### config.mk
export PLATFORM = sky130hd
export DESIGN_NAME = load_store_unit
export DESIGN_NICKNAME = d
export VERILOG_FILES = /design/src/rtl/riscv_pkg.sv /design/src/rtl/lsu_align.sv /design/src/rtl/load_store_unit.sv
export SDC_FILE = /design/constraint.sdc
export NUM_CORES = 1
export LEC_CHECK = 0
export CAP_MARGIN = 20
export CORE_UTILIZATION = 30
export CTS_CLUSTER_DIAMETER = 30
export DETAILED_ROUTE_END_ITERATION = 16
export GPL_ROUTABILITY_DRIVEN = 0
export SLEW_MARGIN = 20
export SYNTH_ARGS = -nofsm -noshare
export SYNTH_HDL_FRONTEND = slang
export SYNTH_HIERARCHICAL = 1
export SYNTH_SLANG_ARGS = --single-unit
export TNS_END_PERCENT = 5
### constraint.sdc
create_clock -name clk -period 4.2 [get_ports clk]
set_input_delay 1.26 -clock clk [delete_from_list [all_inputs] [get_ports clk]]
set_output_delay 1.26 -clock clk [all_outputs]
set_load 0.1 [all_outputs]
### src/rtl/riscv_pkg.sv
// Shared RV32I definitions for the memory-access stage: load/store width codes and LSU states.
package riscv_pkg;

  localparam int unsigned XLEN   = 32;
  localparam int unsigned BE_W   = XLEN / 8;
  localparam int unsigned F3_W   = 3;
  localparam int unsigned TOCNT_W = 8;

  localparam logic [F3_W-1:0] FUNCT3_B  = 3'b000;
  localparam logic [F3_W-1:0] FUNCT3_H  = 3'b001;
  localparam logic [F3_W-1:0] FUNCT3_W  = 3'b010;
  localparam logic [F3_W-1:0] FUNCT3_BU = 3'b100;
  localparam logic [F3_W-1:0] FUNCT3_HU = 3'b101;

  typedef enum logic [1:0] {
    IDLE   = 2'd0,
    ACCESS = 2'd1,
    RESP   = 2'd2
  } lsu_state_t;

endpackage

### src/rtl/lsu_align.sv
// Byte-lane steering for the LSU: store mask/replication plus alignment and
// legality checks, and load byte/half extraction with sign or zero extension.
module lsu_align
  import riscv_pkg::*;
(
  input  logic [F3_W-1:0] funct3,
  input  logic            mem_write,
  input  logic [1:0]      offset,
  input  logic [XLEN-1:0] store_data,
  input  logic [XLEN-1:0] load_word,
  output logic [BE_W-1:0] byte_en_c,
  output logic [XLEN-1:0] wdata_c,
  output logic            misalign_c,
  output logic            illegal_c,
  output logic [XLEN-1:0] load_data_c
);

  logic [XLEN-1:0] shifted;
  logic [7:0]      lane_b;
  logic [15:0]     lane_h;

  // Bring the addressed byte/half down to bit 0 before extension.
  assign shifted = load_word >> {offset, 3'b000};
  assign lane_b  = shifted[7:0];
  assign lane_h  = shifted[15:0];

  always_comb begin
    byte_en_c   = '0;
    wdata_c     = store_data;
    misalign_c  = 1'b0;
    illegal_c   = 1'b0;
    load_data_c = load_word;
    case (funct3)
      FUNCT3_B, FUNCT3_BU: begin
        byte_en_c   = BE_W'(4'b0001 << offset);
        wdata_c     = {4{store_data[7:0]}};
        illegal_c   = (funct3 == FUNCT3_BU) && mem_write;
        load_data_c = (funct3 == FUNCT3_B) ? {{24{lane_b[7]}}, lane_b}
                                           : {24'h0, lane_b};
      end
      FUNCT3_H, FUNCT3_HU: begin
        byte_en_c   = BE_W'(4'b0011 << offset);
        wdata_c     = {2{store_data[15:0]}};
        misalign_c  = offset[0];
        illegal_c   = (funct3 == FUNCT3_HU) && mem_write;
        load_data_c = (funct3 == FUNCT3_H) ? {{16{lane_h[15]}}, lane_h}
                                           : {16'h0, lane_h};
      end
      FUNCT3_W: begin
        byte_en_c   = 4'b1111;
        misalign_c  = |offset;
      end
      default: illegal_c = 1'b1;
    endcase
  end

endmodule

### src/rtl/load_store_unit.sv
// Memory-access stage: executes one load or store per Start over a req/ack
// data-memory port, with alignment/legality checks and a bus timeout.
module load_store_unit
  import riscv_pkg::*;
#(
  parameter int unsigned TIMEOUT_CYCLES = 255
) (
  input  logic            clk,
  input  logic            reset,
  input  logic            Start,
  input  logic            MemWrite,
  input  logic [F3_W-1:0] Funct3,
  input  logic [XLEN-1:0] ALUResult,
  input  logic [XLEN-1:0] WriteData,
  output logic            Busy,
  output logic            Done,
  output logic [XLEN-1:0] ReadData,
  output logic            MisalignErr,
  output logic            BusErr,
  output logic            DReq,
  output logic            DWe,
  output logic [XLEN-1:0] DAddr,
  output logic [BE_W-1:0] DByteEn,
  output logic [XLEN-1:0] DWData,
  input  logic            DAck,
  input  logic [XLEN-1:0] DRData
);

  localparam logic [TOCNT_W-1:0] TO_LAST = TOCNT_W'(TIMEOUT_CYCLES - 1);

  lsu_state_t           state, state_nxt;
  logic [F3_W-1:0]      f3_q;
  logic                 we_q;
  logic [1:0]           off_q;
  logic [TOCNT_W-1:0]   to_cnt;

  logic [F3_W-1:0]      al_funct3;
  logic                 al_we;
  logic [1:0]           al_off;
  logic [BE_W-1:0]      byte_en_c;
  logic [XLEN-1:0]      wdata_c;
  logic [XLEN-1:0]      load_data_c;
  logic                 misalign_c;
  logic                 illegal_c;
  logic                 reject_c;
  logic                 timeout_c;

  // In IDLE the aligner checks the live request; afterwards it decodes the captured one.
  assign al_funct3 = (state == IDLE) ? Funct3           : f3_q;
  assign al_we     = (state == IDLE) ? MemWrite         : we_q;
  assign al_off    = (state == IDLE) ? ALUResult[1:0]   : off_q;

  lsu_align u_align (
    .funct3      (al_funct3),
    .mem_write   (al_we),
    .offset      (al_off),
    .store_data  (WriteData),
    .load_word   (DRData),
    .byte_en_c   (byte_en_c),
    .wdata_c     (wdata_c),
    .misalign_c  (misalign_c),
    .illegal_c   (illegal_c),
    .load_data_c (load_data_c)
  );

  assign reject_c  = misalign_c | illegal_c;
  assign timeout_c = (state == ACCESS) && !DAck && (to_cnt == TO_LAST);

  always_ff @(posedge clk) begin
    if (reset) state <= IDLE;
    else       state <= state_nxt;
  end

  always_comb begin
    state_nxt = state;
    case (state)
      IDLE:    if (Start) state_nxt = reject_c ? RESP : ACCESS;
      ACCESS:  if (DAck || timeout_c) state_nxt = RESP;
      RESP:    state_nxt = IDLE;
      default: state_nxt = IDLE;
    endcase
  end

  // Outputs are registered from the next state so they line up with the state register.
  always_ff @(posedge clk) begin
    if (reset) begin
      Busy        <= 1'b0;
      Done        <= 1'b0;
      ReadData    <= '0;
      MisalignErr <= 1'b0;
      BusErr      <= 1'b0;
      DReq        <= 1'b0;
      DWe         <= 1'b0;
      DAddr       <= '0;
      DByteEn     <= '0;
      DWData      <= '0;
      f3_q        <= '0;
      we_q        <= 1'b0;
      off_q       <= '0;
      to_cnt      <= '0;
    end else begin
      Busy        <= (state_nxt == ACCESS);
      DReq        <= (state_nxt == ACCESS);
      Done        <= (state_nxt == RESP);
      MisalignErr <= 1'b0;
      BusErr      <= 1'b0;
      case (state)
        IDLE: begin
          if (Start) begin
            f3_q   <= Funct3;
            we_q   <= MemWrite;
            off_q  <= ALUResult[1:0];
            to_cnt <= '0;
            if (reject_c) begin
              MisalignErr <= misalign_c;
              BusErr      <= illegal_c;
            end else begin
              DWe     <= MemWrite;
              DAddr   <= {ALUResult[XLEN-1:2], 2'b00};
              DByteEn <= byte_en_c;
              DWData  <= wdata_c;
            end
          end
        end
        ACCESS: begin
          if (DAck) begin
            if (!we_q) ReadData <= load_data_c;
          end else if (timeout_c) begin
            BusErr <= 1'b1;
          end else begin
            to_cnt <= to_cnt + TOCNT_W'(1);
          end
        end
        default: ;
      endcase
    end
  end

endmodule

[Word level (Yosys, flattened, before mapping)]
Cells that the tools add are included.
Cells by class
  add/subtract/negate cells: 1
  equality and inequality tests: 11
  shift operators: 3
  muxes and demuxes: 23
  bitwise logic cells: 5
  reductions and logical operators: 17
Operator list (count)
  32-bit one-hot mux with 2 select lines: 2
  32-bit 2-to-1 mux: 2
  32-bit by 5-bit >> shifter with 16-bit output: 1
  8-bit 2-to-1 mux: 3
  8-bit one-hot mux with 2 select lines: 1
  4-bit one-hot mux with 3 select lines: 1
  8-bit by 1-bit adder with 8-bit output, second input constant: 1
  8-bit == test, second input constant: 1
  2-bit 2-to-1 mux: 4
  3-bit == test, second input constant: 2
  2-bit != test, second input constant: 3
  3-bit AND reduction: 2
  2-bit OR reduction: 3
  1-bit 2-to-1 mux: 5
  2-bit by 1-bit == test with 1-bit output, second input constant: 2
  1-bit logical AND: 4
  1-bit NOT: 4
  1-bit one-hot mux with 2 select lines: 2
  2-bit one-hot mux with 2 select lines: 1
  4-bit AND reduction: 1
  4-bit OR reduction: 1
  1-bit by 2-bit left shift with 4-bit output, first input constant: 1
  2-bit by 2-bit left shift with 4-bit output, first input constant: 1
  3-bit by 1-bit == test with 1-bit output, second input constant: 1
  other kinds (11): 11
Storage, ports and cells
  register bits after elaboration: 119
  input bits: 104
  output and inout port bits: 106
  logic and storage cells: 74

[Logic depth before layout (Yosys ltp)]
  word-level depth: 10
  gate-level depth with buffers: 14

[Modules after synthesis]
The synthesis kept the hierarchy.
Modules (own cells, without submodules)
  load_store_unit: times used 1, cells each 541, area an instance 4367.9 sq um, sequential area each 2382.3 sq um
  lsu_align: times used 1, cells each 199, area an instance 1401.3 sq um, sequential area each 0.0 sq um

[Least setup slack after synthesis]
OpenSTA, ideal clock, no wires.
  kind: input to register
  from: input ALUResult[1]
  to: register DWData[6]
  arrival: 3.057 ns
  data required time: 4.068 ns
  slack: 1.011 ns
  stages: 11
  buffers on the path: 5
  cells stage by stage: mux2_2 -> buf_2 -> buf_2 -> o211ai_1 -> o21ai_0 -> or3_1 -> buf_2 -> buf_6 -> buf_6 -> nand2_1 -> a21oi_1
On the way
  word-level cells in the longest chain between the ends: 6
Ends and longest elaborated chain
  start: declaration: RTL line load_store_unit.sv:13  | input logic [XLEN-1:0] ALUResult,
  2-bit 2-to-1 mux: RTL line load_store_unit.sv:51  | assign al_off = (state == IDLE) ? ALUResult[1:0] : off_q;
  2-bit OR reduction: RTL line lsu_align.sv:51  | misalign_c = |offset;
  1-bit one-hot mux with 2 select lines: RTL line lsu_align.sv:33  | case (funct3)
  via misalign_c: RTL line load_store_unit.sv:43  | logic misalign_c;
  1-bit OR: RTL line load_store_unit.sv:66  | assign reject_c = misalign_c | illegal_c;
  1-bit NOT (no line)
  3-bit AND reduction (no line)
  end signal: assignment: RTL line load_store_unit.sv:121  | DWData <= wdata_c;
  end: declaration: RTL line load_store_unit.sv:24  | output logic [XLEN-1:0] DWData,
The timed path passes the listed nets, and every way through them passes these cells.
A chain may end at the register's enable or synchronous reset.

[Worst setup path in the final report]
  from: input Funct3[2]
  to: register DWData[9]
On the way
  word-level cells in the longest chain between the ends: 7
Ends and longest elaborated chain
  start: declaration: RTL line load_store_unit.sv:12  | input logic [F3_W-1:0] Funct3,
  3-bit 2-to-1 mux (*): RTL line load_store_unit.sv:49  | assign al_funct3 = (state == IDLE) ? Funct3 : f3_q;
  via al_funct3[2]: RTL line load_store_unit.sv:37  | logic [F3_W-1:0] al_funct3;
  3-bit by 1-bit == test with 1-bit output or 3-bit == test (tied branches): RTL line lsu_align.sv:33
  2-bit OR reduction: RTL line lsu_align.sv:33
  1-bit one-hot mux with 2 select lines (*): RTL line lsu_align.sv:33
  via misalign_c: RTL line load_store_unit.sv:43
  1-bit OR (*): RTL line load_store_unit.sv:66
  1-bit NOT (no line) (*)
  3-bit AND reduction (no line) (*)
Mark *: on every way through the listed nets, which the timed path passes. The rest lies on a longest branch.

==> summary.md <==
| Metric | Value |
|---|---|
| Multi-input logic area | `2980 um2` |
| Die ar. | `19800 um2` |
| EDFF count, synth | `0` |
| Setup ws final | `0.783 ns` |
| First-pass GRT wire length | `29300 um` |
| Status | `finished, final reports clean` |
| Worst Hold Class | `reg -> reg` |
| Post-CTS Resized | `0` |
| Initial Utilization | `30.7%` |
| Initial antenna violation count | `0` |
| TNS Setup | `0 ns` |
| Synth cell types | `51` |
| Setup CP Type | `in -> reg` |
| Tot GR Track Use | `19.0%` |
| Min Hold Slack | `0.452 ns` |
| DR iter-0 viols | `330` |
| Core footprint | `18800 um2` |
| Post-route ant nets | `0` |
| Avg Inst Size Synth | `7.80 um2` |
| # Max-Cap Violations | `0` |
| Vias in the first global route | `5406` |
| Ys Warns | `6` |
| Final Max Tran Viols | `0` |
| Final period utilization | `81.4%` |
| Power share of the combinational group | `46.1%` |
| Delay-heaviest family, CP | `buffers and inverters` |
| Final hold violation count | `0` |
| Die width | `141 um` |
| Worst EP required | `4.54 ns` |
| Vias per cell | `4.94` |
| Max clock buf depth | `2` |
| Cell Rows | `50` |
| P_leak | `2.97 nW` |
| Part of the Yosys area used for sequential elements | `41.3%` |
| Dominant cells by area after synthesis | `dfxtp_1, nand2_1, a21oi_1` |
| Vias | `5706` |
| RSZ-0062 raised after global routing | `no` |
| FFs w/ async S/R, synth | `0%` |
| GRT overflow | `0` |
| Sink Count | `119` |
| Buf/Inv on CP | `2` |
| Flop2flop setup slack | `1.04 ns` |
| Post-CTS Hold Fix Bufs | `0` |
| Final-layout fill cell count | `1889` |
| Top-area cell type share of the netlist area | `41.3%` |
| Clock share of power | `26.6%` |
| CTS buffer count | `17` |
| Total power | `4.93 mW` |
| H-tree level count | `4` |
| Sw Ratio | `46.0%` |
| ANT cells | `0` |
| Final min period | `3.42 ns` |
| Internal power | `2.66 mW` |
| CTS root buffer | `clkbuf_16` |
| Port bufs | `207` |
| Setup Fix Bufs, Post-CTS | `0` |
| CTS tree | `built` |
| Register area | `2380 um2` |
| Cell area after synthesis | `5770 um2` |
| Maximum vdd ir drop | `0.317 mV` |
| Reg power frac | `27.3%` |
| Fmax | `0.293 GHz` |
| Clock latency on the worst-skew pair | `0.42 ns` |
| Crit-path slowest cell | `buf_4` |
| Clk slew on worst S/H paths | `0.06 ns` |
| Slew @ Worst Pin | `1.06 ns` |
| Clk_skew | `0.0141 ns` |
| Synthesized instance count | `740` |
| Post-detailed-routing wire length | `18600 um` |
| Critical path launch point type | `primary input` |
| Most common cell in the netlist | `nand2_1` |
| DIE HEIGHT | `141 um` |
| Dpl hpwl | `12600 um` |
| Top Ports | `210` |
| Layout cells sized above 1 | `9.88%` |
| Pre-CTS WS | `0.381 ns` |
| Crit path largest cell delay | `0.58 ns` |
| Routed len/inst | `16.1 um` |
| Setup crit end kind | `flop` |
| DR pass1 iterations | `6` |
| Slew HR | `29.0%` |
| P_sw | `2.27 mW` |
| CP Data Arrival Time | `3.75 ns` |
| Top_reg_cell synth | `dfxtp_1` |
| Cell taking the most area after synthesis | `dfxtp_1` |
| Synth-to-Final Area Change | `45.3%` |
| Largest net degree at the start of global routing | `69` |
| # DRC | `0` |
| Nets@finish | `1015` |
| Final setup viols | `0` |
| PwrDens | `588 nW/um2` |
| CP max FO | `68` |
| Commonest cells post-synth | `nand2_1, dfxtp_1, a21oi_1` |
| #FFs+latches synth | `119` |
| CP Cell Sequence | `clkdlybuf4s50_1, mux2_2, nor2_1, o211ai_1, o21ai_0, or3_2, buf_4, nand2_1, a21oi_1` |
## registers in the layout, indices dropped and copies added, names as in the netlist, 2 cells and up
register  cells
DWData       32
ReadData     32
DAddr        30
to_cnt        8
DByteEn       4
f3_q          3
off_q         2
state         2
## cell type report
cell class / count / share of cell area [%]
timing repair buffer: 219 / 25.8
clock inverter: 12 / 0.970
multi-input combinational: 542 / 35.6
clock buffer: 19 / 5.28
inverter: 10 / 0.448
sequential: 119 / 28.4
tap: 234 / 3.49
## cells by family after synthesis
family / count (synthesis) / share of synthesized area [%]
xor gates and xnor gates: 5 / 0.759
other: 1 / 0.0650
muxes: 49 / 9.37
adders and majority gates: 2 / 0.434
buffers and inverters: 80 / 7.27
AOI/OAI and AO/OA: 179 / 18.4
and+or+nand+nor: 305 / 22.4
DFF: 119 / 41.3
## path summary, 6_finish.rpt
kind / cells after the start / startpoint / end
worst max-delay path: 9 / Funct3[2] / DWData[9]
worst min-delay path: 2 / DAddr[17] / DAddr[17]
worst max register to register: 9 / state[1] / DWData[9]
worst min register to register: 2 / DAddr[17] / DAddr[17]
## power groups by stage
stage | Sequential, mW | Clock (mW) | Combinational [mW]
finish | 1.35 | 1.31 | 2.27
global route | 1.36 | 1.41 | 2.40
CTS | 1.35 | 1.34 | 2.29
detailed placement | 1.37 | 0 | 2.28
global placement | 1.36 | 0 | 2.28
floorplan | 2.27 | 0 | 0.835
## worst register-to-register path, stage by stage, from the launching register on
cell and delay, ns:
dfxtp_1 0.39, nor2_1 0.48, mux2_2 0.46, nor2_1 0.21, o211ai_1 0.13, o21ai_0 0.25, or3_2 0.24, buf_4 0.58
nand2_1 0.14, a21oi_1 0.20
## layer usage
metal	global-route usage [%]	wire length, um	vias up	part of all wire (%)
li1	-	-	2833	-
met1	23.0	8150	2644	44
met2	30.3	8400	209	45
met3	8.19	1800	20	9.7
met4	5.78	270	0	1.5
met5	0	0	-	0
## stage by stage
stage | std cells | instance area (um2) | utilization, %
after CTS | 1155 | 8380 | 44.7
after floorplan | 741 | 5770 | -
final | 1155 | 8380 | 44.7
after global placement | 1124 | 7860 | 41.9
after global routing | 1155 | 8380 | 44.7
after detailed placement | 1124 | 7860 | 41.9
## cell usage in the layout (no fill, tap or decap), types with 2 or more instances in the layout
cell type,n
clkinv_2,5
nand2b_1,13
o31ai_1,19
conb_1,2
nor2b_1,2
o21ai_0,20
clkbuf_16,17
xor2_1,3
nand4_1,2
xnor2_1,2
nand3_1,4
nand2_1,244
nor3b_1,2
buf_4,16
mux2i_1,18
a21oi_1,108
and2_1,3
nor2_4,2
a211oi_1,6
dfxtp_1,119
nor2_1,12
clkdlybuf4s50_1,202
inv_1,10
clkinv_4,2
clkinvlp_4,4
and3_1,9
mux2_2,30
a22oi_1,7
o211ai_1,3
ha_1,2
or3b_2,2
o221ai_1,7
Note: power is estimated with default switching activity, not from simulation.
